$ cat src/rtl/dmem_access_ctrl.sv
// Data-memory access controller: single-word stores and 1-4 word
// pipelined burst loads against a 1-cycle-latency synchronous memory.
module dmem_access_ctrl #(
    parameter int N  = 17,
    parameter int AW = 12,
    parameter int DW = 12
) (
    input  logic          clk,
    input  logic          rst,
    input  logic          req,
    input  logic          we_req,
    input  logic [AW-1:0] addr_in,
    input  logic [1:0]    len_in,
    input  logic [N-1:0]  wdata_in,
    output logic          busy,
    output logic          rvalid,
    output logic [DW-1:0] rdata,
    output logic          wdone,
    output logic          mem_we,
    output logic [AW-1:0] mem_addr,
    output logic [N-1:0]  mem_wdata,
    input  logic [DW-1:0] mem_rdata
);

    typedef enum logic [1:0] {IDLE, WR, RD_ISSUE, RD_DRAIN} state_t;

    localparam logic [AW-1:0] ADDR_ONE = {{(AW-1){1'b0}}, 1'b1};

    state_t        state, state_n;
    logic [1:0]    issue_cnt, issue_n;
    logic [1:0]    cap_cnt, cap_n;
    logic          pend;
    logic [AW-1:0] addr_n;
    logic [N-1:0]  wdata_n;
    logic [DW-1:0] rdata_n;
    logic          we_n, rvalid_n, wdone_n;

    always_ff @(posedge clk or posedge rst) begin
        if (rst) begin
            state <= IDLE;
        end else begin
            state <= state_n;
        end
    end

    always_comb begin
        state_n  = state;
        issue_n  = issue_cnt;
        cap_n    = cap_cnt;
        addr_n   = mem_addr;
        wdata_n  = mem_wdata;
        rdata_n  = rdata;
        we_n     = 1'b0;
        rvalid_n = 1'b0;
        wdone_n  = 1'b0;
        // pend marks that mem_rdata now holds a word the burst asked for
        if (pend) begin
            rdata_n  = mem_rdata;
            rvalid_n = 1'b1;
            if (cap_cnt != 2'd0) begin
                cap_n = cap_cnt - 2'd1;
            end
        end
        case (state)
            IDLE: begin
                if (req) begin
                    addr_n = addr_in;
                    if (we_req) begin
                        state_n = WR;
                        wdata_n = wdata_in;
                        we_n    = 1'b1;
                    end else begin
                        state_n = RD_ISSUE;
                        issue_n = len_in;
                        cap_n   = len_in;
                    end
                end
            end
            WR: begin
                wdone_n = 1'b1;
                state_n = IDLE;
            end
            RD_ISSUE: begin
                if (issue_cnt != 2'd0) begin
                    addr_n  = mem_addr + ADDR_ONE;
                    issue_n = issue_cnt - 2'd1;
                end else begin
                    state_n = RD_DRAIN;
                end
            end
            RD_DRAIN: begin
                if (pend && cap_cnt == 2'd0) begin
                    state_n = IDLE;
                end
            end
            default: state_n = IDLE;
        endcase
    end

    always_ff @(posedge clk or posedge rst) begin
        if (rst) begin
            busy      <= 1'b0;
            rvalid    <= 1'b0;
            wdone     <= 1'b0;
            mem_we    <= 1'b0;
            mem_addr  <= '0;
            mem_wdata <= '0;
            rdata     <= '0;
            issue_cnt <= 2'd0;
            cap_cnt   <= 2'd0;
            pend      <= 1'b0;
        end else begin
            busy      <= (state_n != IDLE);
            rvalid    <= rvalid_n;
            wdone     <= wdone_n;
            mem_we    <= we_n;
            mem_addr  <= addr_n;
            mem_wdata <= wdata_n;
            rdata     <= rdata_n;
            issue_cnt <= issue_n;
            cap_cnt   <= cap_n;
            pend      <= (state == RD_ISSUE);
        end
    end

endmodule

$ cat config.mk
export PLATFORM = sky130hd
export DESIGN_NAME = dmem_access_ctrl
export DESIGN_NICKNAME = d
export VERILOG_FILES = /design/src/rtl/dmem_access_ctrl.sv
export SDC_FILE = /design/constraint.sdc
export NUM_CORES = 1
export LEC_CHECK = 0
export CAP_MARGIN = 30
export CORE_ASPECT_RATIO = 0.7
export CORE_MARGIN = 3
export CORE_UTILIZATION = 27
export CTS_CLUSTER_SIZE = 14
export DETAILED_ROUTE_END_ITERATION = 12
export GPL_ROUTABILITY_DRIVEN = 0
export GPL_TIMING_DRIVEN = 0
export PLACE_DENSITY = 0.65
export SETUP_SLACK_MARGIN = 0.3
export SLEW_MARGIN = 20
export SYNTH_ARGS = -nofsm -noshare
export SYNTH_HDL_FRONTEND = slang
export SYNTH_SLANG_ARGS = --single-unit
export TNS_END_PERCENT = 10
$ cat constraint.sdc
create_clock -name clk -period 2.85 [get_ports clk]
set_clock_uncertainty 0.2 [all_clocks]
set_input_delay 0.4275 -clock clk [delete_from_list [all_inputs] [get_ports clk]]
set_output_delay 0.4275 -clock clk [all_outputs]
set_load 0.01 [all_outputs]
==> impl_metrics.toml <==
[sta]
timing.final.crit_share_pct = 69.9
hold_violations = 0
max_freq_mhz = 502
layout_min_cycle_time_ps = 1990
fin_ws_ps = 859
rsz0062_at_grt = "false"
relSlewSlack_pct = 56.8
tightestPinTransition_ps = 648
setup_viol = 0
slew_viol_final = 0

[power_and_ir_drop]
p_leak_nw = 1.50
ir_drop_mv = 0.240
power_mw = 1.52
powerDensity_nw_per_um2 = 439

[synth]
synth_commonest_cells = "52 x dfrtp_1, 21 x mux2_2, 18 x a21oi_1"
synthTopCellsByArea = "dfrtp_1 58%, mux2_2 10%, mux2_1 4.5%"
synthCells = 190
ys_async_sr_fraction_pct = 100
synth_top_area_share_pct = 57.5
ys_warn_count = 0
synth_cell_types = 36
synth_ff_type = "dfrtp_1"
ys_ff_latch = 52
synth_nets = 239
yosysMostFrequentCell = "dfrtp_1"
yosysSeqAreaShare_pct = 57.5
yosysTopAreaCell = "dfrtp_1"
synth_edf_count = 0
syn_area_per_cell_um2 = 11.9
syn_area_um2 = 2260

[clock_network]
cts_buffers = 5
tritoncts = "built"
postCtsResizedCells = 0
cts_setup_buffers = 0
cts_hold_buf = 0
numClockSinks = 52
clock_latency_ps = 290
path_clk_slew_ps = 70
htreeDepth = 2
cts_buffer_depth = 2
clockRootBuffer = "clkbuf_16"

[drt]
wl_per_cell_um = 14.6
ant_nets = 0
drtIter0Drc = 120
drc = 0
vias = 1849
firstDrtPassIters = 4
via_per_inst = 4.75
wl_mm = 5.67

[critical_path]
slowest_stage = "clkdlybuf4s50_1"
r2r-end = "mem_wdata[16]"
path_cells = "clkdlybuf4s50_1, nand2b_1, nor2_4, buf_4, mux2_1"
cp.arrival_ps = 1960
cp.required_ps = 2820
cp_max_fo = 10
r2r_cells = 4
crit_type = "input pin to flop"
rr_startpoint = "state[0]"
cp-startpoint = "req"
startpoint_type = "input pin"
ff2ff_setup_slack_ps = 940
crit_path_end_kind = "flop"
max_stage_delay_ps = 500
endpoint = "mem_wdata[16]"

[floorplan]
die_area_um2 = 9530
core-area_um2 = 8010
boundaryPins = 92
chipHeight_um = 82.6
initial_core_util_pct = 28.3
num_rows = 27
chipWidth_um = 115

[grt]
first_global_vias = 1899
grt_usage_pct = 12.4
grt_start_max_net_pins = 53
grt_first_pass_wirelength_mm = 9.18
overflow = 0
antenna_found_initial = 0

[run]
maxCapViolCount = 0

[worst_hold_path]
min_path_type = "flop to flop"
worstHoldStart = "mem_wdata[8]"

[place]
dp.cells = 382
place_hpwl_mm = 4.21
portBuffers = 91
postPlaceCellArea_um2 = 3300
post-place-ws_ps = 520

[finish]
finalNonFillerCells = 389
drive_above_1_share_pct = 14.2
syn2layout_area_growth_pct = 52.5
n_antenna_cell = 0
post-route-cell-area_um2 = 3450
fin_nets = 337

[outcome]
status = "finished clean"
[sequential cells by signal, summed over array words and instances, names as in the netlist]
name       flops
busy           1
cap_cnt        2
issue_cnt      2
mem_addr      12
mem_wdata     17
mem_we         1
pend           1
rdata         12
rvalid         1
state          2
wdone          1
[logic make-up after synthesis]
family / after synthesis / share of synthesized area, %
DFF: 52 / 57.5
buffers and inverters: 14 / 3.15
muxes: 32 / 15.8
AOI/OAI and AO/OA: 46 / 12.3
adders and majority gates: 2 / 1.11
and+or+nand+nor: 44 / 10.1
[layer usage]
layer	GRT usage (%)	vias up	share of wire, %
met5	0	-	0
met4	4.45	0	1.3
met3	3.35	7	7.9
met2	19.1	62	44
met1	16.9	902	47
li1	-	878	-
[cell type report]
type,count,area (um^2)
clock inverters,1,8.76
plain buffers,9,52.6
repair buffers,91,911
well taps,101,126
multi-input cells,124,890
flip-flops and latches,52,1300
inverters,5,21.3
fillers,782,4560
clock buffers,6,139
[power breakdown]
part	internal, mW	leakage (nW)	switching, mW
registers	0.755	0.680	0.0121
clock network	0.346	0.0729	0.259
logic	0.0953	0.750	0.0482
total	1.20	1.50	0.319
[metrics by stage]
step / TNS, ps / util, % / hold slack [ps]
6_report: 0 / 43.1 / 291
3_5_place_dp: 0 / 41.2 / 278
5_1_grt: 0 / 43.1 / 316
4_1_cts: 0 / 43.1 / 294
2_1_floorplan: 0 / - / 256
3_3_place_gp: -5830 / 41.2 / 270
[worst min-delay path by stage]
stage,endpoint,slack (ps),cells after the start
6_report,mem_wdata[8],290,1
5_1_grt,mem_wdata[9],320,1
4_1_cts,mem_wdata[8],290,1
3_5_place_dp,mem_wdata[14],280,1
3_3_place_gp,mem_wdata[13],270,1
2_1_floorplan,rvalid,260,0
[layout by cell type (no fill, tap or decap), drive strengths merged, types with 2 or more instances in the layout]
| master | Yosys | final |
|---|---|---|
| clkdlybuf4s50 | 0 | 91 |
| dfrtp | 52 | 52 |
| mux2 | 30 | 30 |
| a21oi | 18 | 18 |
| nand2 | 17 | 17 |
| o21ai | 10 | 10 |
| buf | 8 | 8 |
| clkbuf | 1 | 7 |
| nand2b | 6 | 6 |
| o22ai | 6 | 6 |
| nor2 | 6 | 6 |
| nand3 | 5 | 5 |
| inv | 5 | 5 |
| a2bb2oi | 4 | 4 |
| and3 | 3 | 3 |
| mux2i | 2 | 2 |
| nand4 | 2 | 2 |
| ha | 2 | 2 |
[critical path, delay by kind of cell]
| kind | cells | cell delay (ps) |
|---|---|---|
| mux | 1 | 340 |
| buf+inv | 2 | 750 |
| simple gates | 2 | 430 |
Power figures use the tool's default switching activity.
